File: config.mk
export PLATFORM = sky130hd
export DESIGN_NAME = seg7_scan_driver
export DESIGN_NICKNAME = d
export VERILOG_FILES = /design/src/rtl/seg7_pkg.sv /design/src/rtl/seg7_glyph.sv /design/src/rtl/seg7_scan_driver.sv
export SDC_FILE = /design/constraint.sdc
export NUM_CORES = 1
export LEC_CHECK = 0
export ABC_AREA = 1
export CAP_MARGIN = 30
export CORE_MARGIN = 8
export CORE_UTILIZATION = 40
export CTS_BUF_LIST = sky130_fd_sc_hd__clkbuf_4
export CTS_CLUSTER_SIZE = 10
export DETAILED_ROUTE_END_ITERATION = 6
export GPL_TIMING_DRIVEN = 0
export PLACE_DENSITY = 0.62
export SYNTH_ARGS = -nofsm -noshare
export SYNTH_HDL_FRONTEND = slang
export SYNTH_HIERARCHICAL = 1
export SYNTH_SLANG_ARGS = --single-unit
File: constraint.sdc
create_clock -name clk -period 4.12 [get_ports clk]
set_input_delay 0.412 -clock clk [delete_from_list [all_inputs] [get_ports clk]]
set_output_delay 0.412 -clock clk [all_outputs]
set_load 0.03 [all_outputs]
File: src/rtl/seg7_pkg.sv
// seg7_pkg: segment bit order, glyph table and nibble-to-glyph decode
package seg7_pkg;
  localparam int SEG_A = 0;
  localparam int SEG_G = 6;
  localparam logic [6:0] GLYPH_DASH = 7'(1 << SEG_G);
  localparam logic [6:0] GLYPHS [16] = '{
    7'h3F, 7'h06, 7'h5B, 7'h4F, 7'h66, 7'h6D, 7'h7D, 7'h07,
    7'h7F, 7'h6F, 7'h77, 7'h7C, 7'h39, 7'h5E, 7'h79, 7'h71
  };
  function automatic logic [6:0] glyph_decode(input logic [3:0] nib, input logic hex);
    return (nib > 4'd9 && !hex) ? GLYPH_DASH : GLYPHS[nib];
  endfunction
endpackage

File: src/rtl/seg7_glyph.sv
// seg7_glyph: active-high {G..A} pattern for one nibble
module seg7_glyph
  import seg7_pkg::*;
(
  input  logic [3:0] nib,
  input  logic       hex,
  output logic [6:0] seg
);
  assign seg = glyph_decode(nib, hex);
endmodule

File: src/rtl/seg7_scan_driver.sv
// seg7_scan_driver: multiplexed N-digit 7-segment driver with tear-free loads and PWM
module seg7_scan_driver
  import seg7_pkg::*;
#(
  parameter int DIGITS         = 4,
  parameter int DWELL_CYCLES   = 3000,
  parameter int GAP_CYCLES     = 64,
  parameter int SEG_ACTIVE_LOW = 1,
  parameter int DIG_ACTIVE_LOW = 1
) (
  input  logic                  clk,
  input  logic                  rst_n,
  input  logic                  load_valid,
  output logic                  load_ready,
  input  logic [4*DIGITS-1:0]   load_value,
  input  logic [DIGITS-1:0]     load_dp,
  input  logic [DIGITS-1:0]     load_blank,
  input  logic                  load_hex,
  input  logic [2:0]            brightness,
  output logic [6:0]            seg,
  output logic                  dp,
  output logic [DIGITS-1:0]     dig,
  output logic                  frame_done
);
  localparam int CW = DWELL_CYCLES > 1 ? $clog2(DWELL_CYCLES) : 1;
  localparam int IW = DIGITS > 1 ? $clog2(DIGITS) : 1;
  localparam int PW = $clog2(8 * DWELL_CYCLES) + 1;
  localparam logic SP = 1'(SEG_ACTIVE_LOW);
  localparam logic DP = 1'(DIG_ACTIVE_LOW);
  logic [CW-1:0]       cnt;
  logic [IW-1:0]       idx;
  logic [4*DIGITS-1:0] sh_val, d_val;
  logic [DIGITS-1:0]   sh_dp, sh_blank, d_dp, d_blank;
  logic                sh_hex, d_hex, pending;
  logic [2:0]          bri;
  logic                last_cnt, boundary, lit;
  logic [PW-1:0]       lim, ofs;
  logic [3:0]          nib;
  logic [6:0]          glyph, seg_on;
  assign load_ready = !pending;
  assign last_cnt   = cnt == CW'(DWELL_CYCLES - 1);
  assign boundary   = last_cnt && idx == IW'(DIGITS - 1);
  assign nib        = d_val[{idx, 2'b00} +: 4];
  seg7_glyph u_glyph (.nib(nib), .hex(d_hex), .seg(glyph));
  // PWM window: lit after the anti-ghost gap for (bri+1)/8 of the remaining slot
  always_comb begin
    lim    = ((PW'(bri) + PW'(1)) * PW'(DWELL_CYCLES - GAP_CYCLES)) >> 3;
    ofs    = PW'(cnt) - PW'(GAP_CYCLES);
    lit    = cnt >= CW'(GAP_CYCLES) && ofs < lim;
    seg_on = d_blank[idx] ? 7'h00 : glyph;
  end
  // scan counters, load handshake, frame-synchronous display/brightness update, pin registers
  always_ff @(posedge clk or negedge rst_n) begin
    if (!rst_n) begin
      cnt        <= '0;
      idx        <= '0;
      pending    <= 1'b0;
      sh_val     <= '0;
      sh_dp      <= '0;
      sh_blank   <= '1;
      sh_hex     <= 1'b0;
      d_val      <= '0;
      d_dp       <= '0;
      d_blank    <= '1;
      d_hex      <= 1'b0;
      bri        <= 3'd7;
      seg        <= {7{SP}};
      dp         <= SP;
      dig        <= {DIGITS{DP}};
      frame_done <= 1'b0;
    end else begin
      cnt <= last_cnt ? '0 : cnt + 1'b1;
      if (last_cnt) idx <= idx == IW'(DIGITS - 1) ? '0 : idx + 1'b1;
      if (load_valid && !pending) begin
        sh_val   <= load_value;
        sh_dp    <= load_dp;
        sh_blank <= load_blank;
        sh_hex   <= load_hex;
        pending  <= 1'b1;
      end
      if (boundary) begin
        bri <= brightness;
        if (pending) begin
          d_val   <= sh_val;
          d_dp    <= sh_dp;
          d_blank <= sh_blank;
          d_hex   <= sh_hex;
          pending <= 1'b0;
        end
      end
      seg        <= seg_on ^ {7{SP}};
      dp         <= (!d_blank[idx] && d_dp[idx]) ^ SP;
      dig        <= (lit ? DIGITS'(1) << idx : '0) ^ {DIGITS{DP}};
      frame_done <= boundary;
    end
  end
endmodule

## After elaboration in Yosys (flattened, before gate mapping)

Memories as Yosys holds them, arrays and structs flattened.
Index checks and enable logic that the tools add are counted.

| storage, ports and cells | value |
|---|---|
| register bits after elaboration | 81 |
| bits in read-only memories | 112 |
| bits of input ports | 31 |
| memories | 1 |

Memories:

| memory | words | width | read ports | clocked after memory_dff | wr ports | RTL line | source |
|---|---|---|---|---|---|---|---|
| (name not given) | 16 | 7 | 1 | 0 | 0 | seg7_pkg.sv:11 | `return (nib > 4'd9 && !hex) ? GLYPH_DASH : GLYPHS[nib];` |

| operators by class | value |
|---|---|
| $add $sub $neg | 4 |
| multipliers | 1 |
| magnitude comparators | 5 |
| equal/unequal tests | 2 |
| shifts and indexed selects | 2 |
| multiplexer cells | 14 |
| bitwise gates (word level) | 4 |
| reductions and logical operators | 9 |

Operator list:

| kind | number |
|---|---|
| 7-bit 2-to-1 mux | 4 |
| 16-bit by 13-bit less-than comparator with 1-bit output | 1 |
| 16-bit by 5-bit variable part select with 4-bit output | 1 |
| 4-bit by 9-bit multiplier with 13-bit output, second input constant | 1 |
| 12-bit by 7-bit subtractor with 13-bit output, second input constant | 1 |
| 12-bit by 1-bit adder with 12-bit output, second input constant | 1 |
| 12-bit equality test, second input constant | 1 |
| 12-bit by 7-bit >= comparator with 1-bit output, second input constant | 1 |
| 12-bit 2-to-1 mux | 1 |
| 7-bit inverter | 1 |
| 5-bit >= comparator, second input constant | 1 |
| 1-bit logical AND | 5 |
| 1-bit 2-to-1 mux | 5 |
| 4-bit inverter with 5-bit output | 1 |
| 3-bit by 1-bit adder with 4-bit output, second input constant | 1 |
| 1-bit binary-select mux with 2-bit select | 2 |
| 4-bit > comparator, second input constant | 1 |
| 4-bit 2-to-1 mux | 1 |
| 4-bit inverter | 1 |
| 1-bit by 2-bit << shifter with 4-bit output, first input constant | 1 |
| 1-bit zero test | 3 |
| 2-bit by 3-bit less-than comparator with 1-bit output, second input constant | 1 |
| 2-bit by 1-bit adder with 2-bit output, second input constant | 1 |
| 2-bit equality test, second input constant | 1 |
| 3 further kinds | 3 |

## Depth between registers and ports, before layout

| logic depth | value |
|---|---|
| depth after elaboration | 8 |
| mapped depth | 24 |
| depth with buffers taken out | 24 |

## Cells and area by module

The synthesis kept the hierarchy.

By module, submodules not included:

| module | instances | cells each | area an instance (um^2) | sequential area each (um^2) |
|---|---|---|---|---|
| seg7_scan_driver | 1 | 519 | 4,459.3 | 2,055.7 |
| seg7_glyph | 1 | 57 | 327.8 | 0.0 |

## Worst setup path before layout

OpenSTA, ideal clock, no wires.

| path | value |
|---|---|
| path kind | reg-to-reg |
| start | reg bri[0] |
| end | reg dig[0] |
| setup time | 90 ps |
| arrival | 3,931 ps |
| required time | 4,030 ps |
| path slack | 99 ps |
| cell stages (with the launch flop) | 24 |
| path buffers | 0 |
| clock period less this slack | 4,021 ps |
| cells stage by stage | dfstp_2 > ha_1 > xnor2_1 > inv_1 > nand2_1 > nand2_1 > inv_1 > ha_1 > or2_2 > fa_1 > ha_1 > nand2_1 > o21ai_0 > a21oi_1 > nor2_1 > nor2_1 > xor2_1 > ha_1 > a21oi_1 > nor3_1 > a211oi_1 > nand2_1 > nand2_1 > nand3_1 |

| between the ends | value |
|---|---|
| longest elaborated chain between the ends | 6 |

RTL lines:

| element | RTL line | source |
|---|---|---|
| from (decl) | seg7_scan_driver.sv:35 | `logic [2:0] bri;` |
| from (signal assigned) | seg7_scan_driver.sv:82 | `bri <= brightness;` |
| 3-bit by 1-bit adder with 4-bit output | seg7_scan_driver.sv:47 | `lim = ((PW'(bri) + PW'(1)) * PW'(DWELL_CYCLES - GAP_CYCLES)) >> 3;` |
| 4-bit by 9-bit multiplier with 13-bit output | seg7_scan_driver.sv:47 |  |
| 16-bit by 13-bit less-than comparator with 1-bit output | seg7_scan_driver.sv:49 | `lit = cnt >= CW'(GAP_CYCLES) && ofs < lim;` |
| 1-bit logical AND | seg7_scan_driver.sv:49 |  |
| 4-bit 2-to-1 mux | seg7_scan_driver.sv:93 | `dig <= (lit ? DIGITS'(1) << idx : '0) ^ {DIGITS{DP}};` |
| 4-bit inverter (no source line) | n/a |  |
| to (signal assigned) | seg7_scan_driver.sv:69 | `dig <= {DIGITS{DP}};` |
| to (signal assigned) | seg7_scan_driver.sv:93 |  |
| to (decl) | seg7_scan_driver.sv:22 | `output logic [DIGITS-1:0] dig,` |

Every way passes these cells.
A chain may end at the register's enable or synchronous reset.

## Worst setup path after layout

| path | value |
|---|---|
| start | reg bri[0] |
| end | reg dig[1] |

Same word-level chain as after synthesis.

==> metrics.log <==
INFO  metric synth_largest_area_cell = sky130_fd_sc_hd__dfrtp_1
INFO  metric cp_slowest_stage_delay = 0.66 ns
INFO  metric powerDensity = 231.4 nW/um^2
INFO  metric worst-setup-path-type = flip-flop to flip-flop
INFO  metric global_route.peak_usage_layer = met2
INFO  metric worst_slew_pin_tran = 0.6171 ns
INFO  metric number_of_input_and_output_port_buffers_inserted = 44
INFO  metric cp_data_required_time = 4.49 ns
INFO  metric cts_tree = yes
INFO  metric multi_input_area = 2534 sq um
INFO  metric tns = 0 ns
INFO  metric globalRouteOverflowTotal = 0
INFO  metric routed_wire_length_per_instance = 13.37 um
INFO  metric critPathCaptureType = flip-flop
INFO  metric numCtsBuffers = 9
INFO  metric grt_setup_unrepaired = true
INFO  metric drv_cap = 0
INFO  metric globalRouteMet2Util = 23.62%
INFO  metric cpMaxStageDelayCell = sky130_fd_sc_hd__dfstp_2
INFO  metric drt_first_pass_iters = 4
INFO  metric finalWeightedCongestion = 0.8340
INFO  metric most_frequent_cell_after_synthesis = sky130_fd_sc_hd__nand2_1
INFO  metric element_type_at_the_critical_path_start = flip-flop
INFO  metric drive_gt1_share = 18.00%
INFO  metric report.final.hold_viol_count = 0
INFO  metric worstSkewPairLatency = 0.44 ns
INFO  metric die_height = 125.4 um
INFO  metric io-pin-count = 45
INFO  metric dpl.hpwl = 7970 um
INFO  metric cts-root-to-sink-buffers = 2
INFO  metric syn_area = 4787 sq um
INFO  metric synth_area_per_cell = 8.311 sq um
INFO  metric chipWidth = 125.4 um
INFO  metric synth_top_area_share = 30.32%
INFO  metric crit_path_max_fanout = 5
INFO  metric layoutNonFillerInstCount = 797
INFO  metric detailedRoute.firstIterationViolations = 221
INFO  metric ant_nets = 0
INFO  metric data_arrival_critical_path = 4.45 ns
INFO  metric grt_pass1_vias = 3979
INFO  metric number_of_antenna_cells_inserted = 0
INFO  metric seqCellArea = 2056 sq um
INFO  metric core_area = 11860 sq um
INFO  metric utilization = 50.05%
INFO  metric drt-vias-per-instance = 4.833
INFO  metric top_cells_by_count_synth = sky130_fd_sc_hd__nand2_1, sky130_fd_sc_hd__inv_1, sky130_fd_sc_hd__nor2_1
INFO  metric fmax = 245.6 MHz
INFO  metric globalRouteMet1Util = 17.02%
INFO  metric numClockSinks = 81
INFO  metric status = finished clean
INFO  metric pre_cts_slack = -0.5105 ns
INFO  metric netlist-cell-type-count = 38
INFO  metric worst_path_dominant_cell_family = adder cells
INFO  metric floorplan.die_area = 15720 sq um
INFO  metric headroom_to_the_max_slew_limit = 58.67%
INFO  metric finalPower = 1.374 mW
INFO  metric critical_path_buf_inv_count = 4
INFO  metric vias = 3852
INFO  metric grt_antenna_before_repair = 0
INFO  metric synthesis.instances = 576
INFO  metric areaGrowthSynthToFinish = 24.02%
INFO  metric drt_wl_total = 10660 um
INFO  metric drc_errors = 0
INFO  metric start_util = 40.36%
INFO  metric track_usage = 14.08%
INFO  metric setup_slack = 0.04772 ns
INFO  metric ys.flop_type = sky130_fd_sc_hd__dfrtp_1
INFO  metric final_min_period_over_clock_period = 98.84%
INFO  metric placed_cells_incl_taps = 768
INFO  metric post_synth_main_area_contributors = sky130_fd_sc_hd__dfrtp_1, sky130_fd_sc_hd__dfstp_2, sky130_fd_sc_hd__ha_1
INFO  metric grt_start_max_net_pins = 70
INFO  metric synth-warning-count = 6
INFO  metric gr-usage-met3 = 3.442%
INFO  metric finalWorstPathRequiredPeriod = 4.072 ns
INFO  metric fillerInstances = 1143
INFO  metric synth.ff_latch_count = 81
INFO  metric timing_max_transition_violations_final = 0
INFO  metric postSynthNetCount = 655
INFO  metric rows = 40
INFO  metric worst_hold_path_type = input pin to async pin
INFO  metric power_leakage = 2.957 nW
INFO  metric synth_enable_flop_cells = 0
INFO  metric grt_pass1_wl = 18350 um
INFO  metric clock_skew = 0.02280 ns
INFO  metric cts-root-buf = sky130_fd_sc_hd__clkbuf_4
INFO  metric synth_seq_area_share = 42.94%
INFO  metric finalSetupViolCount = 0
INFO  metric vdd_ir_drop_max = 171.5 uV
INFO  metric h-tree-depth = 3
INFO  metric clkSlewWorstSetupHoldPaths = 0.14 ns
INFO  metric ffs_w_async_s_r_synth = 100.0%
INFO  metric cells_traversed_along_the_worst_timing_path = ha_4 -> xnor2_4 -> nand2_2 -> nand2_2 -> inv_2 -> ha_4 -> or2_4 -> fa_1 -> ha_4 -> nand2_4 -> o21ai_4 -> a21oi_2 -> buf_4 -> buf_4 -> xnor2_1 -> ha_1 -> nand2_1 -> inv_1 -> nor3_2 -> nand2_1 -> nand2_1 -> nand2_2 -> nand2_4 -> nand3_2
INFO  metric layout.nets = 724
[placed cells by master (no fill, tap or decap), types with 3 or more instances in the layout]
cell type,netlist,final
sky130_fd_sc_hd__buf_6,4,4
sky130_fd_sc_hd__clkbuf_1,7,7
sky130_fd_sc_hd__ha_1,44,36
sky130_fd_sc_hd__nand3_1,26,21
sky130_fd_sc_hd__a21oi_1,37,33
sky130_fd_sc_hd__nor3_1,10,8
sky130_fd_sc_hd__xor2_1,9,9
sky130_fd_sc_hd__xnor2_1,8,6
sky130_fd_sc_hd__nor2_1,65,64
sky130_fd_sc_hd__ha_4,0,6
sky130_fd_sc_hd__nand3_2,0,4
sky130_fd_sc_hd__inv_2,2,7
sky130_fd_sc_hd__clkinv_4,1,3
sky130_fd_sc_hd__nand2_2,4,10
sky130_fd_sc_hd__nor3_2,1,3
sky130_fd_sc_hd__clkbuf_4,0,9
sky130_fd_sc_hd__fa_1,4,4
sky130_fd_sc_hd__a21oi_2,0,3
sky130_fd_sc_hd__nor2_4,2,3
sky130_fd_sc_hd__o22ai_1,5,5
sky130_fd_sc_hd__dfrtp_1,58,58
sky130_fd_sc_hd__o21ai_1,20,20
sky130_fd_sc_hd__inv_1,83,77
sky130_fd_sc_hd__nand2_1,108,99
sky130_fd_sc_hd__clkdlybuf4s50_1,0,43
sky130_fd_sc_hd__nand2_4,2,5
sky130_fd_sc_hd__dfstp_2,23,23
sky130_fd_sc_hd__o21ai_0,32,31
sky130_fd_sc_hd__buf_4,1,14
[report_power, final]
part	switching, mW	internal, mW	total [mW]
Combinational	0.0194	0.0278	0.0472
Sequential	0	0.796	0.796
Clock	0.285	0.246	0.530
Total	0.304	1.07	1.37
[path summary, 6_finish.rpt]
path	cells after the start	end	startpoint	slack, ns
max in group asynchronous	3	seg[2]	rst_n	3.14
max reg2reg	24	dig[1]	bri[0]	0.05
min in group clk	3	bri[1]	brightness[1]	0.47
min	2	sh_val[14]	rst_n	0.37
max	24	dig[1]	bri[0]	0.05
min reg2reg	2	sh_blank[0]	sh_blank[0]	0.49
[area by class of cell]
cell class	count	area share (%)
sequential	81	34.63
clock buffer	9	1.138
buffer	15	1.538
timing repair buffer	58	9.526
clock inverter	7	1.602
tap	147	3.098
multi-input combinational	391	42.68
inverter	89	5.796
[routing by layer]
layer	wire [um]	vias up
li1	-	1983
met1	4872	1778
met2	5201	70
met3	372	21
met4	210	0
met5	0	-
[state kept, by name, summed over array words and instances (netlist names), 7 cells and up]
name and cells:
cnt 12, d_val 16, seg 7, sh_val 16
[what timing repair did]
| action | 4_1_cts | 5_1_grt |
|---|---|---|
| buffers inserted | 10 | 2 |
| hold buffers | 1 | 0 |
| pin swaps | 14 | 25 |
| endpoints found under the hold margin | 9 | 0 |
| setup endpoints to repair | 4 | 4 |
| resized for setup | 31 | 20 |
[stage by stage]
step	cell area, sq um	hold slack (ns)
detailed placement	5436	0.2819
global route	5937	0.3667
finish	5937	0.3691
floorplan	4787	0.1164
global placement	5411	0.4672
CTS	5814	0.3499
[cell families (layout without fill, tap and decap cells)]
family / Yosys count / count (layout) / share of synthesized area, %
xor gates and xnor gates: 17 / 17 / 3.110
adders and majority gates: 48 / 48 / 13.17
and+or+nand+nor: 223 / 223 / 19.89
DFF: 81 / 81 / 42.94
buffers and inverters: 104 / 178 / 9.044
AOI/OAI and AO/OA: 99 / 99 / 10.74
muxes: 4 / 4 / 1.098
Power figures use the tool's default switching activity.
